===== config.mk =====
export PLATFORM = sky130hd
export DESIGN_NAME = descrambler_64bit
export DESIGN_NICKNAME = d
export VERILOG_FILES = /design/src/rtl/descrambler_64bit.sv
export SDC_FILE = /design/constraint.sdc
export NUM_CORES = 1
export LEC_CHECK = 0
export BUFFER_PORTS_ARGS = -buffer_cell sky130_fd_sc_hd__buf_2
export CAP_MARGIN = 20
export CELL_PAD_IN_SITES_DETAIL_PLACEMENT = 0
export CELL_PAD_IN_SITES_GLOBAL_PLACEMENT = 2
export CORE_MARGIN = 2
export CORE_UTILIZATION = 38
export CTS_CLUSTER_DIAMETER = 200
export DETAILED_ROUTE_END_ITERATION = 6
export PLACE_DENSITY_LB_ADDON = 0.3
export SLEW_MARGIN = 20
export SYNTH_ARGS = -nofsm -noshare
export SYNTH_HDL_FRONTEND = slang
export SYNTH_SLANG_ARGS = --single-unit
export TNS_END_PERCENT = 5

===== constraint.sdc =====
create_clock -name CLK -period 6.3 [get_ports CLK]
set_clock_uncertainty 0.15 [all_clocks]
set_input_delay 0.63 -clock CLK [delete_from_list [all_inputs] [get_ports CLK]]
set_output_delay 0.63 -clock CLK [all_outputs]
set_load 0.02 [all_outputs]

===== src/rtl/descrambler_64bit.sv =====
// Self-synchronous x^58+x^39+1 descrambler for 64b/66b receive, with sync-header block lock and gearbox slip requests.
// Optional build macro DESCRAMBLER_ERR_CNT_EN adds a saturating invalid-header counter output (err_count).
module descrambler_64bit #(
    parameter int REVERSE    = 0,
    parameter int LOCK_COUNT = 64,
    parameter int WINDOW     = 64,
    parameter int BAD_LIMIT  = 16,
    parameter int SLIP_WAIT  = 8
) (
    input  logic        CLK,
    input  logic        RST,
    input  logic        rx_valid,
    input  logic [1:0]  rx_header,
    input  logic [63:0] rx_data,
    output logic        out_valid,
    output logic [1:0]  out_header,
    output logic [63:0] out_data,
    output logic        block_lock,
    output logic        slip
`ifdef DESCRAMBLER_ERR_CNT_EN
    ,
    output logic [15:0] err_count
`endif
);

    localparam int MAX_AB  = (LOCK_COUNT > WINDOW) ? LOCK_COUNT : WINDOW;
    localparam int MAX_CD  = (BAD_LIMIT > SLIP_WAIT) ? BAD_LIMIT : SLIP_WAIT;
    localparam int CNT_MAX = (MAX_AB > MAX_CD) ? MAX_AB : MAX_CD;
    localparam int CNT_W   = $clog2(CNT_MAX) + 1;

    localparam logic [1:0] ST_HUNT      = 2'd0;
    localparam logic [1:0] ST_LOCKED    = 2'd1;
    localparam logic [1:0] ST_SLIP_HOLD = 2'd2;

    localparam logic [CNT_W-1:0] LOCK_LIM = CNT_W'(LOCK_COUNT);
    localparam logic [CNT_W-1:0] WIN_LIM  = CNT_W'(WINDOW);
    localparam logic [CNT_W-1:0] BAD_LIM  = CNT_W'(BAD_LIMIT);
    localparam logic [CNT_W-1:0] WAIT_LIM = CNT_W'(SLIP_WAIT);

    logic [63:0] d_word;
    logic [63:0] descr;

    logic [57:0]      s_q, s_d;
    logic             out_valid_q, out_valid_d;
    logic [1:0]       out_header_q, out_header_d;
    logic [63:0]      out_data_q, out_data_d;
    logic             lock_q, lock_d;
    logic             slip_q, slip_d;
    logic [1:0]       state_q, state_d;
    logic [CNT_W-1:0] good_q, good_d;
    logic [CNT_W-1:0] win_q, win_d;
    logic [CNT_W-1:0] bad_q, bad_d;
    logic [CNT_W-1:0] wait_q, wait_d;

    logic             hdr_ok;
    logic [CNT_W-1:0] good_inc, win_inc, bad_inc, wait_inc;

    // Taps reaching before bit 0 of this word come from the previous word (s_q).
    genvar gi;
    generate
        for (gi = 0; gi < 64; gi++) begin : g_bits
            logic tap39;
            logic tap58;
            if (REVERSE != 0) begin : g_rev
                assign d_word[gi] = rx_data[63-gi];
            end else begin : g_fwd
                assign d_word[gi] = rx_data[gi];
            end
            if (gi >= 39) begin : g_t39_cur
                assign tap39 = d_word[gi-39];
            end else begin : g_t39_prev
                assign tap39 = s_q[gi+19];
            end
            if (gi >= 58) begin : g_t58_cur
                assign tap58 = d_word[gi-58];
            end else begin : g_t58_prev
                assign tap58 = s_q[gi];
            end
            assign descr[gi] = d_word[gi] ^ tap39 ^ tap58;
        end
    endgenerate

    assign hdr_ok   = rx_header[1] ^ rx_header[0];
    assign good_inc = good_q + 1'b1;
    assign win_inc  = win_q + 1'b1;
    assign bad_inc  = bad_q + {{(CNT_W-1){1'b0}}, ~hdr_ok};
    assign wait_inc = wait_q + 1'b1;

    always_comb begin
        out_valid_d  = rx_valid;
        out_header_d = rx_valid ? rx_header : out_header_q;
        out_data_d   = rx_valid ? descr : out_data_q;
        s_d          = rx_valid ? d_word[63:6] : s_q;
        state_d      = state_q;
        good_d       = good_q;
        win_d        = win_q;
        bad_d        = bad_q;
        wait_d       = wait_q;
        lock_d       = lock_q;
        slip_d       = 1'b0;
        if (rx_valid) begin
            case (state_q)
                ST_HUNT: begin
                    if (!hdr_ok) begin
                        slip_d  = 1'b1;
                        state_d = ST_SLIP_HOLD;
                        good_d  = '0;
                    end else if (good_inc >= LOCK_LIM) begin
                        state_d = ST_LOCKED;
                        lock_d  = 1'b1;
                        good_d  = '0;
                    end else begin
                        good_d = good_inc;
                    end
                end
                ST_LOCKED: begin
                    // Losing lock wins over a coincident window end.
                    if (bad_inc >= BAD_LIM) begin
                        lock_d  = 1'b0;
                        slip_d  = 1'b1;
                        state_d = ST_SLIP_HOLD;
                        win_d   = '0;
                        bad_d   = '0;
                    end else if (win_inc >= WIN_LIM) begin
                        win_d = '0;
                        bad_d = '0;
                    end else begin
                        win_d = win_inc;
                        bad_d = bad_inc;
                    end
                end
                ST_SLIP_HOLD: begin
                    if (wait_inc >= WAIT_LIM) begin
                        state_d = ST_HUNT;
                        wait_d  = '0;
                    end else begin
                        wait_d = wait_inc;
                    end
                end
                default: begin
                    state_d = ST_HUNT;
                    lock_d  = 1'b0;
                    good_d  = '0;
                    win_d   = '0;
                    bad_d   = '0;
                    wait_d  = '0;
                end
            endcase
        end
    end

    always_ff @(posedge CLK or posedge RST) begin
        if (RST) begin
            s_q          <= '1;
            out_valid_q  <= 1'b0;
            out_header_q <= 2'b00;
            out_data_q   <= '0;
            lock_q       <= 1'b0;
            slip_q       <= 1'b0;
            state_q      <= ST_HUNT;
            good_q       <= '0;
            win_q        <= '0;
            bad_q        <= '0;
            wait_q       <= '0;
        end else begin
            s_q          <= s_d;
            out_valid_q  <= out_valid_d;
            out_header_q <= out_header_d;
            out_data_q   <= out_data_d;
            lock_q       <= lock_d;
            slip_q       <= slip_d;
            state_q      <= state_d;
            good_q       <= good_d;
            win_q        <= win_d;
            bad_q        <= bad_d;
            wait_q       <= wait_d;
        end
    end

    assign out_valid  = out_valid_q;
    assign out_header = out_header_q;
    assign out_data   = out_data_q;
    assign block_lock = lock_q;
    assign slip       = slip_q;

`ifdef DESCRAMBLER_ERR_CNT_EN
    logic [15:0] err_q, err_d;

    always_comb begin
        err_d = err_q;
        if (rx_valid && !hdr_ok && (err_q != 16'hFFFF)) begin
            err_d = err_q + 16'd1;
        end
    end

    always_ff @(posedge CLK or posedge RST) begin
        if (RST) begin
            err_q <= '0;
        end else begin
            err_q <= err_d;
        end
    end

    assign err_count = err_q;
`endif

endmodule


# == Yosys cells after proc, flatten, opt, wreduce, memory -nomap -nowiden ==
# Cells that the tools add are included.
# W data, S select, Z words.
# word_totals
reg_bits,157
input_bits,69
out_inout_bits,69
word_cells,193
# op_classes
n_addsub,4
magnitude_cmp,4
n_eq_ne,7
n_mux,24
bitwise,134
n_reduce_logical,9
# op_table
operator,count
$xor A1 B1 Y1,129
$pmux W7 S2,4
$mux W7,7
$add A7 B1 Y7 const B,3
$ge A7 B7 Y1 const B,2
$mux W2,4
$ne A2 B2 Y1 const B,4
$add A7 B1 Y7,1
$ge A7 B4 Y1 const B,1
$ge A7 B5 Y1 const B,1
$mux W1,6
$pmux W2 S3,1
$reduce_and A2 Y1,3
$reduce_or A2 Y1,3
$not A1 Y1,5
$reduce_and A5 Y1,1
$reduce_and A4 Y1,1
$ne A3 B3 Y1 const B,1
$pmux W1 S3,1
$eq A2 B1 Y1 const B,1
$eq A2 B2 Y1 const B,1
$logic_not A2 Y1,1
$pmux W1 S2,1

# == Longest topological paths before layout ==
# depth
word_depth,7
ltp_mapped,9
depth_no_buf,9

# == Least setup slack after synthesis ==
# OpenSTA, ideal clock, no wires.
# synth_path
path_kind,input to register
from,input port rx_header[0]
to,register win_q[4]
arrival_time_ns,2.489
t_required_ns,6.058
path_slack_ns,3.569
cell_stages,9
n_path_buf,0
path_cell_list,xor2_1 -> inv_1 -> ha_1 -> ha_1 -> and3_1 -> nor4_2 -> o211ai_2 -> or2_4 -> o31ai_2
# synth_between
elab_chain_cells,6
# synth_rtl
item,line,text
"start, declared",13,"input logic [1:0] rx_header,"
$xor A1 B1 Y1,83,assign hdr_ok = rx_header[1] ^ rx_header[0];
$not A1 Y1,86,"assign bad_inc = bad_q + {{(CNT_W-1){1'b0}}, ~hdr_ok};"
$add A7 B1 Y7,86,
$ge A7 B5 Y1,118,if (bad_inc >= BAD_LIM) begin
$mux W7,118,
$pmux W7 S2,102,case (state_q)
"end signal, assigned",174,win_q <= win_d;
"end, declared",51,"logic [CNT_W-1:0] win_q, win_d;"
# No other way between the ends.
# A chain may end at the register's enable or synchronous reset.

# == Final worst setup path ==
# Same ends and word-level chain as after synthesis.

==> results_dict.tcl <==
set metrics [dict create \
    setup_viol_count_final 0 \
    synth_area_per_cell_um2 13.20 \
    synth_edf_count 0 \
    crit_arrival_ns 2.97 \
    cpPeakStageDelay_ns 0.33 \
    drive_gt1_share_pct 50.42 \
    path_clk_slew_ns 0.06 \
    rsz0062_at_grt "no" \
    grt_pass1_vias 5013 \
    grt_first_pass_wirelength_um 25730 \
    crit_path_max_fanout 10 \
    clkLatencyLatePin_ns 0.43 \
    synth_top_family_by_area "multiplexers" \
    synth_compound_area_share_pct 4.022 \
    io_pins 138 \
    ys_seq_elements 157 \
    cts_root_buffer "clkbuf_16" \
    clock_path_buffers 2 \
    dp_hpwl_um 11340 \
    final_nets 786 \
    synthMuxAreaShare_pct 18.89 \
    critPathKind "in2reg" \
    fmax_ghz 0.3586 \
    yosys.area_share.simple_pct 5.574 \
    timing.final.crit_share_pct 44.26 \
    cp-start-kind "input pin" \
    period_needed_ns 2.789 \
    cts_setup_buffers 0 \
    cp_num_buf_inv 2 \
    dr_total_vias 4720 \
    final.setup.tns_ns 0 \
    final_util_pct 46.91 \
    cp_data_required_time_ns 6.48 \
    yosys_most_used_dff "dfrtp_1" \
    grt_start_max_net_pins 102 \
    die_x_um 144.5 \
    h-tree-depth 4 \
    crit_top_cell "ha_1" \
    max-cap-violations 0 \
    min_path_type "in2async" \
    cts_sinks 157 \
    ys_types 49 \
    syn_area_um2 7497 \
    antenna_found_initial 3 \
    slew_headroom_pct 28.69 \
    rows 51 \
    drc_errors 0 \
    antenna_left 0 \
    power.density_nw_per_um2 352.4 \
    p_leak_nw 3.784 \
    end_kind "flip-flop" \
    wirelength_um 15970 \
    synth-xor-area-share_pct 15.30 \
    slew_violations 0 \
    cp.depth 10 \
    drtIter0Drc 165 \
    rr_worst_depth 7 \
    tritoncts "built" \
    synth.net_count 645 \
    coreArea_um2 19400 \
    io_buffers 137 \
    crit_slowest_cell "nor4_2" \
    final_cell_mix "buf_2, xnor2_1, mux2_2" \
    ys_seq_area_share_pct 53.37 \
    fillCellCount 1835 \
    synth_warnings 0 \
    status "complete, no violations" \
    layout-area-overhead-vs-synth_pct 21.38 \
    overflow 0 \
    hold_viol 0 \
    track_usage_pct 16.05 \
    start_util_pct 38.65 \
    ctsHoldBuffers 0 \
    irDropWorstVdd_v 0.0001972 \
    chipHeight_um 144.5 \
    synth_adder_area_share_pct 1.335 \
    dr.pass1.iters 4 \
    ys_async_sr_fraction_pct 100.0 \
    cp_top_family "simple AND/OR/NAND/NOR gates" \
    cts_resized 0 \
    wl_per_cell_um 16.14 \
    avgViaCountPerCell 4.772 \
    netlist_instances 568 \
    gp_congestion 0.7946 \
    final_common_cell "buf_2" \
    worst_pin_slew_ns 1.070 \
    cts_buffers 17 \
    die_area_um2 20870 \
    worstPathCellList "buf_2 -> xor2_1 -> inv_1 -> ha_1 -> ha_1 -> and3_1 -> nor4_2 -> o211ai_2 -> or2_4 -> o31ai_2" \
]
## worst reg2reg max path: stages (launching register included)
cell and delay, ns:
dfrtp_1 0.39, ha_1 0.26, ha_1 0.24, and3_1 0.21, nor4_2 0.33, o211ai_2 0.25, or2_4 0.32, o31ai_2 0.23
## through the flow
| stage | hold WS, ns | instances | setup slack, ns | total power [mW] | area, um^2 |
|---|---|---|---|---|---|
| 6_report | 0.2535 | 989 | 3.511 | 3.207 | 9100 |
| 3_3_place_gp | 0.3308 | 955 | 3.185 | 2.103 | 8454 |
| 4_1_cts | 0.2962 | 987 | 3.501 | 3.260 | 9095 |
| 2_1_floorplan | 0.3063 | 568 | 1.381 | 1.862 | 7497 |
| 3_5_place_dp | 0.3409 | 955 | 3.073 | 2.123 | 8454 |
| 5_1_grt | 0.3013 | 988 | 3.285 | 3.387 | 9097 |
## registers in the layout, summed over array words and instances, names as in the netlist
register and count:
out_valid 1, win_q 7, wait_q 7, out_data 64
block_lock 1, bad_q 7, out_header 2, slip 1
good_q 7, state_q 2, s_q 58
## layer usage
layer	share of wire, %	GRT usage (%)
met4	0.88	3.832
met3	6.4	6.490
met1	45	20.66
met5	0.081	0
met2	48	25.37
## final cells by class
class,instances,area [um^2],area share [%]
multi-input cells,386,3383,37.18
inverters,8,35.03,0.3850
clock buffers,20,456.7,5.019
well taps,265,331.6,3.644
repair buffers,139,703.2,7.727
clock inverters,12,183.9,2.021
diodes,2,5.005,0.05500
flip-flops and latches,157,4001,43.97
## synth_stat cells (2+ instances only)
cell type	n	share of area, %
a211o_1	2	0.23
a21o_1	2	0.20
a21oi_1	8	0.53
a2bb2oi_1	2	0.23
and2_1	6	0.50
and3_1	4	0.33
buf_2	6	0.40
clkbuf_1	9	0.45
dfrtp_1	99	33
dfstp_2	58	20
ha_1	8	1.3
inv_1	8	0.40
mux2_2	124	19
mux2i_1	2	0.27
nand2_1	19	0.95
nand2b_1	5	0.42
nand3_1	8	0.53
nand4_1	2	0.17
nor2_1	6	0.30
nor2b_1	4	0.33
nor3_1	5	0.33
o21ai_0	20	1.3
o2bb2ai_1	2	0.23
or3_1	5	0.42
xnor2_1	130	15
## kinds of logic (layout without fill, tap and decap cells)
group / after synthesis / after routing
XOR/XNOR: 131 / 131
multiplexers: 126 / 126
adder cells (fa/ha/maj): 8 / 8
AO/OA/AOI/OAI: 45 / 45
flip-flops: 157 / 157
other: 0 / 2
buffers and inverters: 25 / 179
AND/OR/NAND/NOR: 76 / 76
## power breakdown
part           switching, mW  internal (mW)
logic                  0.419          0.355
clock network          0.426          0.689
registers              0.110           1.21
total                  0.954           2.25
## path summary, 6_finish.rpt
check / end / startpoint / slack, ns
min reg2reg: out_data[22] / out_data[22] / 0.35
min: out_data[51] / RST / 0.25
max in group asynchronous: out_valid / RST / 4.41
max: win_q[4] / rx_header[0] / 3.51
max reg2reg: win_q[4] / bad_q[0] / 3.84
min in group CLK: s_q[48] / rx_data[54] / 0.31
No activity file was read; power rests on OpenSTA's default activity.
